===== src/rtl/rw_cmd_seq_pkg.sv =====
// Shared definitions for the read/write command sequencer:
//   state_t        - sequencer state codes (also exported on state_o for debug)
//   DEF_CMD_*      - default command strobe patterns for each state
//   clog2          - ceiling log2, used to size counters
package rw_cmd_seq_pkg;

  typedef enum logic [2:0] {
    IDLE  = 3'd0,
    WR_S1 = 3'd1,
    WR_S2 = 3'd2,
    RD_S1 = 3'd3,
    RD_S2 = 3'd4
  } state_t;

  localparam logic [2:0] DEF_CMD_IDLE = 3'b111;
  localparam logic [2:0] DEF_CMD_WR1  = 3'b011;
  localparam logic [2:0] DEF_CMD_WR2  = 3'b101;
  localparam logic [2:0] DEF_CMD_RD1  = 3'b011;
  localparam logic [2:0] DEF_CMD_RD2  = 3'b110;

  function automatic int unsigned clog2(input int unsigned v);
    int unsigned r;
    int unsigned x;
    r = 0;
    x = 1;
    while (x < v) begin
      x = x << 1;
      r = r + 1;
    end
    return r;
  endfunction

endpackage


===== src/rtl/rw_cmd_seq_phase_timer.sv =====
// Phase timer shared by all sequencer states.
//   clk, rst  - clock, asynchronous active-low reset
//   load      - load load_val this cycle (state entry)
//   load_val  - phase length minus one
//   zero      - counter has reached zero: current phase ends this cycle
module phase_timer #(
  parameter int unsigned W = 1
) (
  input  logic         clk,
  input  logic         rst,
  input  logic         load,
  input  logic [W-1:0] load_val,
  output logic         zero
);

  logic [W-1:0] cnt;

  always_ff @(posedge clk or negedge rst) begin
    if (!rst) begin
      cnt <= '0;
    end else if (load) begin
      cnt <= load_val;
    end else if (cnt != '0) begin
      cnt <= cnt - W'(1);
    end
  end

  assign zero = (cnt == '0);

endmodule


===== src/rtl/rw_cmd_seq.sv =====
// Read/write command sequencer. Each beat drives cmd through two phases
// (S1 then S2) of configurable length; bursts run 1..2^BURST_W beats.
// A write requested during a read preempts it at the next beat boundary.
//   clk, rst   - clock, asynchronous active-low reset
//   wr_req     - write request (level), sampled in IDLE and during reads
//   rd_req     - read request (level), sampled in IDLE only
//   burst_len  - beats for the accepted request, 0 means 2^BURST_W
//   cmd        - registered command strobes
//   busy       - sequencer not in IDLE
//   is_wr      - sequencer in a write phase
//   done       - one-cycle pulse after the last phase of the last beat
//   rd_abort   - one-cycle pulse when a read burst is cut short by a write
//   state_o    - current state code
module rw_cmd_seq
  import rw_cmd_seq_pkg::*;
#(
  parameter int unsigned      CMD_W      = 3,
  parameter int unsigned      BURST_W    = 4,
  parameter int unsigned      WR_PH1_CYC = 1,
  parameter int unsigned      WR_PH2_CYC = 1,
  parameter int unsigned      RD_PH1_CYC = 1,
  parameter int unsigned      RD_PH2_CYC = 1,
  parameter logic [CMD_W-1:0] CMD_IDLE   = DEF_CMD_IDLE,
  parameter logic [CMD_W-1:0] CMD_WR1    = DEF_CMD_WR1,
  parameter logic [CMD_W-1:0] CMD_WR2    = DEF_CMD_WR2,
  parameter logic [CMD_W-1:0] CMD_RD1    = DEF_CMD_RD1,
  parameter logic [CMD_W-1:0] CMD_RD2    = DEF_CMD_RD2
) (
  input  logic               clk,
  input  logic               rst,
  input  logic               wr_req,
  input  logic               rd_req,
  input  logic [BURST_W-1:0] burst_len,
  output logic [CMD_W-1:0]   cmd,
  output logic               busy,
  output logic               is_wr,
  output logic               done,
  output logic               rd_abort,
  output logic [2:0]         state_o
);

  localparam int unsigned PH_MAX_W = (WR_PH1_CYC > WR_PH2_CYC) ? WR_PH1_CYC : WR_PH2_CYC;
  localparam int unsigned PH_MAX_R = (RD_PH1_CYC > RD_PH2_CYC) ? RD_PH1_CYC : RD_PH2_CYC;
  localparam int unsigned PH_MAX   = (PH_MAX_W > PH_MAX_R) ? PH_MAX_W : PH_MAX_R;
  localparam int unsigned TW       = clog2(PH_MAX + 1);
  localparam int unsigned BCW      = BURST_W + 1;

  state_t           state, state_nx;
  logic [BCW-1:0]   beats, beats_nx, beat_load;
  logic             pend, pend_nx, pend_eff, last_beat;
  logic             ph_load, ph_zero;
  logic [TW-1:0]    ph_val;
  logic [CMD_W-1:0] cmd_nx;
  logic             done_nx, abort_nx;

  assign beat_load = (burst_len == '0) ? {1'b1, {BURST_W{1'b0}}} : {1'b0, burst_len};
  assign last_beat = (beats == BCW'(1));
  // A write arriving in the final RD_S2 cycle still takes this boundary.
  assign pend_eff  = pend | wr_req;

  always_comb begin
    state_nx = state;
    beats_nx = beats;
    pend_nx  = pend;
    done_nx  = 1'b0;
    abort_nx = 1'b0;
    case (state)
      IDLE: begin
        if (wr_req) begin
          state_nx = WR_S1;
          beats_nx = beat_load;
        end else if (rd_req) begin
          state_nx = RD_S1;
          beats_nx = beat_load;
        end
      end
      WR_S1: if (ph_zero) state_nx = WR_S2;
      WR_S2: begin
        if (ph_zero) begin
          beats_nx = beats - BCW'(1);
          if (!last_beat) begin
            state_nx = WR_S1;
          end else begin
            state_nx = IDLE;
            done_nx  = 1'b1;
          end
        end
      end
      RD_S1: begin
        if (wr_req) pend_nx = 1'b1;
        if (ph_zero) state_nx = RD_S2;
      end
      RD_S2: begin
        if (wr_req) pend_nx = 1'b1;
        if (ph_zero) begin
          if (pend_eff) begin
            state_nx = WR_S1;
            beats_nx = beat_load;
            done_nx  = last_beat;
            abort_nx = !last_beat;
          end else if (!last_beat) begin
            state_nx = RD_S1;
            beats_nx = beats - BCW'(1);
          end else begin
            state_nx = IDLE;
            beats_nx = beats - BCW'(1);
            done_nx  = 1'b1;
          end
        end
      end
      default: state_nx = IDLE;
    endcase
    if (state_nx == WR_S1) pend_nx = 1'b0;
  end

  // Timer reloads on every state change with the incoming state's length.
  always_comb begin
    ph_load = (state_nx != state);
    cmd_nx  = CMD_IDLE;
    ph_val  = '0;
    case (state_nx)
      WR_S1: begin cmd_nx = CMD_WR1; ph_val = TW'(WR_PH1_CYC - 1); end
      WR_S2: begin cmd_nx = CMD_WR2; ph_val = TW'(WR_PH2_CYC - 1); end
      RD_S1: begin cmd_nx = CMD_RD1; ph_val = TW'(RD_PH1_CYC - 1); end
      RD_S2: begin cmd_nx = CMD_RD2; ph_val = TW'(RD_PH2_CYC - 1); end
      default: begin cmd_nx = CMD_IDLE; ph_val = '0; end
    endcase
  end

  phase_timer #(.W(TW)) u_timer (
    .clk      (clk),
    .rst      (rst),
    .load     (ph_load),
    .load_val (ph_val),
    .zero     (ph_zero)
  );

  always_ff @(posedge clk or negedge rst) begin
    if (!rst) begin
      state    <= IDLE;
      beats    <= '0;
      pend     <= 1'b0;
      cmd      <= CMD_IDLE;
      busy     <= 1'b0;
      is_wr    <= 1'b0;
      done     <= 1'b0;
      rd_abort <= 1'b0;
    end else begin
      state    <= state_nx;
      beats    <= beats_nx;
      pend     <= pend_nx;
      cmd      <= cmd_nx;
      busy     <= (state_nx != IDLE);
      is_wr    <= (state_nx == WR_S1) || (state_nx == WR_S2);
      done     <= done_nx;
      rd_abort <= abort_nx;
    end
  end

  assign state_o = state;

endmodule


===== config.mk =====
export PLATFORM = sky130hd
export DESIGN_NAME = rw_cmd_seq
export DESIGN_NICKNAME = d
export VERILOG_FILES = /design/src/rtl/rw_cmd_seq_pkg.sv /design/src/rtl/rw_cmd_seq_phase_timer.sv /design/src/rtl/rw_cmd_seq.sv
export SDC_FILE = /design/constraint.sdc
export NUM_CORES = 1
export LEC_CHECK = 0
export CAP_MARGIN = 20
export CORE_MARGIN = 3
export CORE_UTILIZATION = 48
export CTS_CLUSTER_SIZE = 40
export DETAILED_ROUTE_END_ITERATION = 8
export HOLD_SLACK_MARGIN = 0.05
export PLACE_DENSITY_LB_ADDON = 0.08
export SYNTH_ARGS = -nofsm -noshare
export SYNTH_HDL_FRONTEND = slang
export SYNTH_SLANG_ARGS = --single-unit

===== constraint.sdc =====
create_clock -name clk -period 2.1 [get_ports clk]
set_clock_uncertainty 0.15 [all_clocks]
set_input_delay 0.42 -clock clk [delete_from_list [all_inputs] [get_ports clk]]
set_output_delay 0.42 -clock clk [all_outputs]
set_load 0.1 [all_outputs]

## After elaboration in Yosys (flattened, before gate mapping)

Index checks and enable logic that the tools add are counted.

| storage, ports and cells | value |
|---|---|
| flip-flop bits (word level) | 17 |
| output and inout port bits | 10 |

| operators by class | value |
|---|---|
| bitwise logic cells | 1 |
| muxes and demuxes | 31 |
| reduce and logical (&&, ||, !) cells | 12 |
| eq/ne operators | 13 |
| add/sub/neg operators | 2 |

Operators with widths:

| kind | count |
|---|---|
| 5-bit two-way mux | 6 |
| 3-bit two-way mux | 6 |
| 3-bit case mux with 5 select lines | 1 |
| 5-bit case mux with 3 select lines | 1 |
| 1-bit two-way mux | 13 |
| 3-bit by 2-bit equality test with 1-bit output (second input constant) | 4 |
| 3-bit case mux with 3 select lines | 1 |
| 3-bit by 1-bit equality test with 1-bit output (second input constant) | 2 |
| 3-bit equality test (second input constant) | 2 |
| 3-bit nonzero test | 2 |
| 5-bit by 1-bit equality test with 1-bit output (second input constant) | 1 |
| 5-bit by 1-bit subtractor with 5-bit output (second input constant) | 1 |
| 4-bit logical NOT | 1 |
| 2-bit two-way mux | 2 |
| 2-bit inequality test (second input constant) | 2 |
| 4-bit AND reduction | 1 |
| 2-bit nonzero test | 2 |
| 2-bit OR reduction | 2 |
| 3-bit logical NOT | 1 |
| 3-bit inequality test | 1 |
| 3-bit inequality test (second input constant) | 1 |
| 1-bit case mux with 2 select lines | 1 |
| 2-bit AND reduction | 1 |
| 1-bit logical NOT | 1 |
| other kinds (3) | 3 |

## Longest topological paths before layout

Gate-level depths: netlist of run 1.

| logic depth | value |
|---|---|
| word-level depth | 8 |
| depth in mapped cells | 6 |
| gate-level depth less buffers | 6 |

## Hierarchy

A second synthesis of run 1 with hierarchy kept.

| second synthesis, totals | value |
|---|---|
| cell total of the unflattened synthesis | 92 |
| area, all modules | 957.2 µm² |

By module, submodules not included:

| module | cells each | times used | area each (µm²) |
|---|---|---|---|
| rw_cmd_seq | 89 | 1 | 922.1 |
| phase_timer | 3 | 1 | 35.0 |

## Worst setup path before layout of run 1

No wires, ideal clock.

| path | value |
|---|---|
| path kind | register -> register |
| start point | register state[1], in the netlist state_o[1] |
| end point | register beats[4] |
| library setup time | 0.132 ns |
| stages on the path, launching flop included | 6 |
| arrival | 2.037 ns |
| path slack | -0.219 ns |
| cells stage by stage | dfrtp_1 > buf_6 > or4b_4 > a21oi_4 > a21oi_1 > a2bb2oi_2 |

| on the way | value |
|---|---|
| cells in the longest elaborated chain, start to end | 3 |

Ends and longest elaborated chain:

| element | line | text |
|---|---|---|
| from (decl) | rw_cmd_seq.sv:48 | `state_t state, state_nx;` |
| from (signal assigned) | rw_cmd_seq.sv:149 | `state <= state_nx;` |
| 3-bit by 2-bit equality test with 1-bit output (tied with other cells) | rw_cmd_seq.sv:67 | `case (state)` |
| 2-bit inequality test (no source line) (tied with other cells) | n/a |  |
| 4-bit AND reduction (no source line) | n/a |  |
| to (signal assigned) | rw_cmd_seq.sv:150 | `beats <= beats_nx;` |
| to (decl) | rw_cmd_seq.sv:49 | `logic [BCW-1:0] beats, beats_nx, beat_load;` |

Several ways; a longest one is shown, not always the timed one.
A chain may end at the register's enable or synchronous reset.

## Worst setup path in the final report of run 1

| path | value |
|---|---|
| start point | input port wr_req |
| end point | register beats[4] |

| on the way | value |
|---|---|
| cells in the longest elaborated chain, start to end | 4 |

Ends and longest elaborated chain:

| element | line | text |
|---|---|---|
| from (decl) | rw_cmd_seq.sv:31 | `input logic wr_req,` |
| 1-bit bitwise OR | rw_cmd_seq.sv:59 | `assign pend_eff = pend \| wr_req;` |
| 5-bit two-way mux | rw_cmd_seq.sv:96 | `if (pend_eff) begin` |
| 5-bit two-way mux | rw_cmd_seq.sv:95 | `if (ph_zero) begin` |
| 5-bit case mux with 3 select lines | rw_cmd_seq.sv:67 |  |

Several ways; a longest one is shown, not always the timed one. The select of a mux whose other input is x is not followed.

==> run summary, run 1 <==
The final critical-path required period came out at 1.84 ns. The element type at the critical path end is a flop. The run finished with clean final reports. For this design, the CTS-stage hold fixing added 0 buffers.

The total routed wirelength is 1.75 mm. The number of instances in the synthesized netlist came out at 83. During synthesis, Yosys emitted a total of 0 warnings. The count of final hold-check violations is 0.

Sorting the synthesized cells by how often they occur yields dfrtp_1, a21oi_1, inv_1, nor2_1, nand2_1. Once the floorplan was initialized, standard cells occupied 53.3% of the core. The number of nets handed over by synthesis was 93. The clock passes through at most 2 buffers. The first global-routing pass estimated 2.90 mm of wire. The count of nets left with antenna violations after detail routing came out at 0. The proportion of synthesized flip-flops having asynchronous set or reset came out at 100%. The global routing met2 resource utilization is 29.0%.

The routed via count came out at 686. The startpoint type of the worst setup path is an input pin. The ratio of final minimum period to clock period is 87.8%. The number of nets in the layout came out at 116.

Setup violations remaining at the end of the flow were counted as 0. During placement, the flow inserted port buffers numbering 17. The number of detailed-route iterations in the first pass is 4. The number of clock buffers inserted by TritonCTS came out at 3. The detailed-route vias per instance is 5.67. After detailed routing, the number of remaining DRC violations is 0. The clock slew at the register clock pins of the worst setup and hold paths came out at 0.10 ns.

Of all cell types, the one taking the most synthesized area is dfrtp_1. The initial antenna violation count came out at 0. The via count of the first global-routing pass was 657. The routability congestion estimate from global placement is 0.802. Max-cap violations in this run came to 0. Setup repair after global routing left no endpoint under its margin. The relative max-transition margin is 68.3%. The maximum fanout count along the critical path is 6. Once the clock tree was built, the resizer swapped 0 gates to a different size. The number of fillers in the final layout came out at 118.

The area growth from synthesis to layout is 34.4%. The pin slew with the least headroom to its limit is 0.469 ns. Summed over all nets, the half-perimeter wirelength after detailed placement is 1.38 mm. The path class of the tightest hold or removal check is input pin to asynchronous set/reset pin.

Ranked by total cell area, the synthesized netlist is headed by dfrtp_1, dfstp_2, a21oi_1, mux2i_1, ha_1. The starting DRC count in detailed routing came out at 28. The clock net in this run drives a total of 16 sinks. The core occupancy in the finished layout came out at 71.6%. The total count of max-transition violations in the final report came out at 0. The number of enable-type register cells in the synthesized netlist is 0. CTS built an H-tree with a depth of 1. The I/O pin count came out at 18. The aggregate global routing overflow is 0. The combined global-route utilization of all metal layers came out at 18.6%.

Of the post-synthesis cell area, the dominant cell type holds 38.7%. Measured along the y axis, the die boundary spans 47.8 um. The antenna diode count came out at 0. The synthesized area per cell is 10.1 um^2. The tightest hold path in the finished design has a slack of 0.280 ns. The portion of the post-synthesis area used by sequential elements is 48.1%. The netlist area before placement came out at 840 um^2. The die width is 47.8 um. The post-route netlist has 27.6% of its cells at a drive strength greater than 1. The area of the core region came out at 0.00158 mm^2.

For this run, global-route usage on met1 was measured as 25.4%. The average detailed-routed wire length per instance is 14.4 um. The arrival time of data at the critical path endpoint is 1.87 ns. The floorplan has 14 rows. The die area came out at 0.00229 mm^2. The highest-utilization routing layer at the global route stage is met2.

The post-synthesis cell type count is 35. The TritonCTS clock tree is yes. For this run, the leading register cell type out of synthesis is dfrtp_1. The cell with the most instances after synthesis is dfrtp_1.

In this run the clock root is driven by a clkbuf_4. The worst setup path is of the input pin to flop kind. Data on the critical path is required at its endpoint by 2.13 ns. The clock insertion delay at the later pin of the skew report came out at 0.29 ns. The largest net degree at the start of global routing came out at 15. The synthesized design contains 16 register bits.

The maximum clock frequency is 0.542 GHz. For met3 alone, demand over resource in global routing was 4.89%. Buffers added to address setup during post-CTS repair amount to 0.
stage by stage:
stage	worst slack, ns	cells	TNS [ns]	instance area [um^2]
3_5_place_dp	-0.0445	117	-0.0988	1090
6_report	0.255	121	0	1130
3_3_place_gp	-0.0280	117	-0.0532	1090
2_1_floorplan	0.00156	83	0	842
4_1_cts	0.265	121	0	1130
5_1_grt	0.126	121	0	1130
cell usage in the layout (no fill, tap or decap), types with 2 or more instances in the layout:
master / instances
dfrtp_1: 11
a21oi_1: 8
buf_4: 8
clkdlybuf4s50_1: 7
inv_1: 6
nor2_1: 6
buf_12: 6
nand2_1: 4
nand2b_1: 3
nor4_1: 3
o21ai_1: 3
nor3_1: 3
mux2i_1: 3
clkbuf_4: 3
dfstp_2: 3
nand3b_1: 2
a21o_1: 2
o21ai_0: 2
ha_1: 2
dfrtp_2: 2
worst max-delay path, stage by stage:
cell,delay (ns)
clkdlybuf4s50_1,0.42
or4b_4,0.55
a21oi_4,0.23
a21oi_1,0.11
a2bb2oi_2,0.14
logic make-up (layout without fill, tap and decap cells):
logic type,count (synthesis),after routing,share of synthesized area [%]
buffers and inverters,9,31,5.07
AOI/OAI and AO/OA,21,21,17.1
muxes,3,3,3.58
xor gates and xnor gates,1,1,1.04
and+or+nand+nor,31,31,22.1
adders and majority gates,2,2,2.98
DFF,16,16,48.1
routing by layer:
metal  vias to the layer above  part of all wire [%]
li1                        337                     -
met1                       329                    48
met2                        15                    46
met3                         5                   4.4
met4                         0                   1.3
met5                         -                     0
registers in the layout, indices dropped and copies added, names as in the netlist:
signal    cells
state_o       3
rd_abort      1
cmd           3
beats         5
done          1
busy          1
pend          1
is_wr         1
final timing paths:
check	start	to	slack, ns	cells after the start
max in group asynchronous	rst	cmd[1]	0.96	2
min in group clk	beats[1]	beats[1]	0.38	2
setup / recovery	wr_req	beats[4]	0.26	5
hold reg to reg	beats[1]	beats[1]	0.38	2
setup reg to reg	state_o[2]	beats[4]	0.31	4
hold / removal	rst	beats[3]	0.28	1
area by class of cell:
class / count / area (um^2) / share of cell area [%]
clock buffer: 4 / 36.3 / 3.22
timing repair buffer: 21 / 250 / 22.2
sequential: 16 / 407 / 36.0
inverter: 6 / 22.5 / 2.00
tap: 16 / 20.0 / 1.77
multi-input combinational: 58 / 393 / 34.8
Power of run 1 is not shown: default switching activity piles up to over one toggle a cycle in this logic, so the estimate is an artifact.
==> inputs of run 2 (changes only) <==
- RECOVER_POWER: default -> 25
==> run 2 against run 1 <==
  * Non-clock buffer count stayed put
  * Die area stayed put
  * Count of clock-buffer cells in the layout stayed put
  * Critical endpoint unchanged
  * Highest routed layer unchanged
==> run summary, run 2 (synthesis results as in run 1) <==
The run finished with clean final reports. The register with the most flip-flops in the final layout is beats. The maximum clock frequency is 0.542 GHz. Max-cap violations in this run came to 0. The initial antenna violation count is 0.

In this run the critical register-to-register path is launched from state_o[2]. At the placement stage, the worst setup path has a slack of -0.0445 ns. The number of nets in the layout is 116. Setup repair after global routing left no endpoint under its margin. The via count of the first global-routing pass came out at 657. The detailed-route vias per instance came out at 5.67.

The cell count of the worst reg-to-reg path came out at 4. The core occupancy in the finished layout came out at 71.3%. The buffer depth of the longest clock path came out at 2.

The die area came out at 0.00229 mm^2. Dividing the detail-routed wire length by the instance count gives 14.5 um. The length of routed met2 wiring is 811 um.

The clock slew at the register clock pins of the worst setup and hold paths is 0.10 ns. The initial core utilization is 53.3%. The total count of max-transition violations in the final report came out at 0. The area of the core region is 0.00158 mm^2. Wire segments on met3 add up to 77 um in the final route.

The worst path in the final design needs a cycle of 1.84 ns, including I/O delays and setup. Once detailed placement completed, the half-perimeter wirelength came to 1.38 mm. The first global-routing pass estimated 2.90 mm of wire. The routed via count came out at 686. The number of buffers inserted by hold repair at cts came out at 0. The capturing point of the worst reg2reg path is beats[4]. The final instance area is 0.00112 mm^2.

The TritonCTS clock tree is yes. The most common cell after layout, fill and taps aside is dfrtp_1. The setup path with the least slack is of type input pin to flop. The I/O pin count came out at 18.

The die width came out at 47.8 um. The relative max-transition margin is 68.3%. Of all nets on the critical path, the largest fanout is 6. The pin slew with the least headroom to its limit is 0.469 ns.

The die outline height is 47.8 um. The clock sink count came out at 16. The setup slack of the most critical reg-to-reg path is 0.31 ns. The aggregate global routing overflow is 0. The final routed DRC violation total is 0. The later pin in the worst-skew pair is clocked with a latency of 0.29 ns.

The number of setup buffers added after CTS is 0. The count of nets left with antenna violations after detail routing came out at 0. The clock tree root buffer cell is clkbuf_4.

The placed instance area is 0.00109 mm^2. The worst setup path is launched from an input pin. The final worst slack came out at 0.255 ns. The count of final hold-check violations came out at 0. The worst setup path is captured at a flop. The number of flip-flops under the largest register name came out at 5. The routability congestion estimate from global placement is 0.802. The min-delay analysis places its worst path in the category input pin to asynchronous set/reset pin.

The ratio of final minimum period to clock period came out at 87.8%. After the first detailed-routing iteration, the DRC count stood at 28. After detailed routing, the total wire length is 1.75 mm. The antenna diode count is 0. In the layout the commonest cells are dfrtp_1, a21oi_1, buf_4.

The required time of the critical path came out at 2.13 ns. After floorplanning, the core was divided into 14 placement rows. Of the cells placed in the final design, the portion with a size suffix greater than 1 is 26.7%.

The combined global-route utilization of all metal layers came out at 18.6%. The highest routed metal layer is met4. The number of clock buffers inserted by TritonCTS came out at 3. The number of detailed-route iterations in the first pass is 4. In this run, post-CTS repair resized a total of 0 instances. At the worst endpoint, the arrival time is 1.87 ns. The total instance count after detailed placement is 117.

Port buffering added 17 buffers. The area growth from synthesis to layout is 34.0%. Excluding fillers, the count of instances in the completed layout stands at 121.

Setup violations remaining at the end of the flow were counted as 0. The largest net degree at the start of global routing came out at 15. The met1 routed wirelength after detailed routing is 836 um. The number of H-tree levels came out at 1.
==> run 2: worst max-delay path by stage <==
stage / start / end / slack (ns) / cells past startpoint
2_1_floorplan: state_o[1] / beats[4] / 0.002 / 5
3_3_place_gp: wr_req / beats[2] / -0.03 / 6
3_5_place_dp: wr_req / beats[4] / -0.04 / 5
4_1_cts: wr_req / beats[4] / 0.27 / 5
5_1_grt: wr_req / beats[4] / 0.13 / 6
6_report: wr_req / beats[4] / 0.26 / 5
==> run 2: metal layers <==
layer  vias up  GRT usage (%)
li1        337              -
met1       329           25.4
met2        15           29.0
met3         5           4.89
met4         0           4.84
met5         -              0
==> run 2: worst max-delay path, cell delays in order <==
cell             delay [ns]
clkdlybuf4s50_1        0.42
or4b_4                 0.55
a21oi_4                0.23
a21oi_1                0.11
a2bb2oi_2              0.14
==> run 2: stage by stage <==
step | hold slack [ns] | TNS (ns)
3_3_place_gp | 0.345 | -0.0532
5_1_grt | 0.354 | 0
3_5_place_dp | 0.374 | -0.0988
4_1_cts | 0.291 | 0
6_report | 0.349 | 0
2_1_floorplan | -0.0256 | 0
==> run 2: area by class of cell <==
| type | instances | area, um^2 |
|---|---|---|
| inverter | 6 | 22.5 |
| clock buffer | 4 | 36.3 |
| multi-input combinational | 58 | 393 |
| sequential | 16 | 407 |
| fill | 120 | 452 |
| timing repair buffer | 21 | 246 |
| tap | 16 | 20.0 |
Power of run 2 is left out for the same reason.
==> inputs of run 3 (changes only) <==
- CORE_UTILIZATION: 48 -> 55
- DONT_BUFFER_PORTS: default -> 1
==> run 3 against run 2 <==
  * Hold slack worse by 0.19 ns
  * Critical endpoint is now pend
  * Count of clock-buffer cells in the layout stayed put
  * Critical path depth stayed put
  * Sequential share of layout area is 6.9 points higher
  * Register-to-register slack worse by 0.09 ns
  * Largest cell class unchanged
==> run summary, run 3 (synthesis results as in run 1) <==
The number of H-tree levels is 1. The filler cells instantiated in the layout total 118. The routed layout has 629 vias.

The I/O pin count is 18. The total routed wirelength came out at 1.63 mm. The setup TNS came out at 0 ns. Ranked by flip-flop count, first place goes to beats. The buffer and inverter count on the worst path is 1. The number of flip-flops under the largest register name is 5.

For the worst-skew pair, the clock arrives at the later sink with an insertion delay of 0.28 ns. The die width is 45.1 um. Input and output buffers added on the ports amount to 0. The worst path meets setup with 0.221 ns of slack. On the critical path, the stage with the largest delay is an instance of clkbuf_2. The final routed DRC violation total is 0. In this run the top signal layer used is met4. The post-CTS repair timing setup buffer count is 0.

The wire-length estimate of the detail-placed layout is 1.26 mm. The number of maximum-capacitance constraint violations came out at 0. The final critical-path required period came out at 1.88 ns. For this design, the sink count on the clock tree is 16. The cell sitting at the root of the clock tree is a clkbuf_4. In the layout the commonest cells are dfrtp_1, a21oi_1, buf_4, inv_1, nor2_1. For this run the aggregate overflow at the end of global routing stands at 0. The number of buffers inserted by hold repair at cts came out at 1. The run finished with clean final reports. The number of nets in the layout is 104. Once the floorplan was initialized, standard cells occupied 61.4% of the core. The number of clock buffers added by TritonCTS is 3.

The antenna diode count is 0. The via count of the first global-routing pass came out at 626. The tightest min-delay check is of the input pin to flop type. The count of instances resized after the clock tree is built is 0.

The required time of the critical path came out at 2.18 ns. The number of core rows is 13. The global-route wire length before repair is 2.81 mm.

The cell class contributing the biggest share of worst-path delay is buffers and inverters. The clock slew at the register clock pins of the worst setup and hold paths came out at 0.09 ns. The number of detailed-route iterations in the first pass is 4.

The total count of max-transition violations in the final report is 0. The detailed-route vias per instance came out at 5.82. The area of the core region is 0.00137 mm^2.

Walking the worst path, the cells encountered are clkbuf_2 > nand3b_1 > o21ai_1 > a21oi_1 > o21ba_2. The met1 routed wirelength after detailed routing came out at 759 um. STA classifies the critical path startpoint as a flop. The count of nets left with antenna violations after detail routing is 0. The maximum clock frequency came out at 0.532 GHz.

The relative max-transition margin is 53.0%. From bottom edge to top edge, the die measures 45.1 um. The arrival time of data at the critical path endpoint is 1.96 ns.

The length of routed met2 wiring came out at 771 um. Of all nets on the critical path, the largest fanout is 10. The average detailed-routed wire length per instance is 15.1 um. The post-route netlist has 24.7% of its cells at a drive strength greater than 1. Setup violations remaining at the end of the flow were counted as 0. The initial antenna violation count is 0.

The longest individual stage delay on the worst path is 0.45 ns. The area growth from synthesis to layout came out at 12.5%. The pin slew with the least headroom to its limit came out at 0.705 ns.

Global routing used 19.8% of the available tracks across all layers. The TritonCTS clock tree is yes. The starting DRC count in detailed routing is 9. Setup repair after global routing left no endpoint under its margin. The worst setup timing slack at the placement stage is 0.262 ns.

The length of routed met3 wiring is 81 um. The ratio of final minimum period to clock period is 89.5%. The die area came out at 0.00203 mm^2. The count of final hold-check violations came to 0. The clock passes through at most 2 buffers. The element type at the critical path end is a flop. The largest net degree at the start of global routing is 17.

The setup path with the least slack is of type flop to flop. The library cell used most frequently in the layout, excluding fill and tap cells, is dfrtp_1. The routability congestion estimate from global placement came out at 0.843.
run 3: layout make-up:
class	instances	area [um^2]	area share, %
sequential	16	407	43.0
multi-input combinational	58	393	41.6
timing repair buffer	9	67.6	7.15
clock buffer	4	36.3	3.84
inverter	6	22.5	2.38
tap	15	18.8	1.99
run 3: routing by layer:
metal	GRT usage (%)	vias to the layer above
met5	0	-
met4	7.02	0
met3	7.57	2
met2	29.7	18
met1	26.1	295
li1	-	314
run 3: worst paths after layout:
| path | from | endpoint | slack [ns] | depth (start not counted) |
|---|---|---|---|---|
| setup reg to reg | state_o[2] | pend | 0.22 | 5 |
| max in group asynchronous | rst | state_o[1] | 0.87 | 1 |
| min in group asynchronous | rst | rd_abort | 0.46 | 1 |
| hold / removal | burst_len[3] | beats[3] | 0.16 | 2 |
| hold reg to reg | beats[1] | beats[1] | 0.38 | 2 |
| setup / recovery | state_o[2] | pend | 0.22 | 5 |
run 3: metrics by stage:
stage | cell area, um^2 | util, % | hold WS, ns | instances
4_1_cts | 947 | 69.3 | 0.158 | 108
3_5_place_dp | 901 | 65.9 | -0.0253 | 103
3_3_place_gp | 901 | 65.9 | -0.0251 | 103
2_1_floorplan | 842 | - | -0.0256 | 83
6_report | 945 | 69.1 | 0.161 | 108
5_1_grt | 945 | 69.1 | 0.177 | 108
Power of run 3 is left out for the same reason.
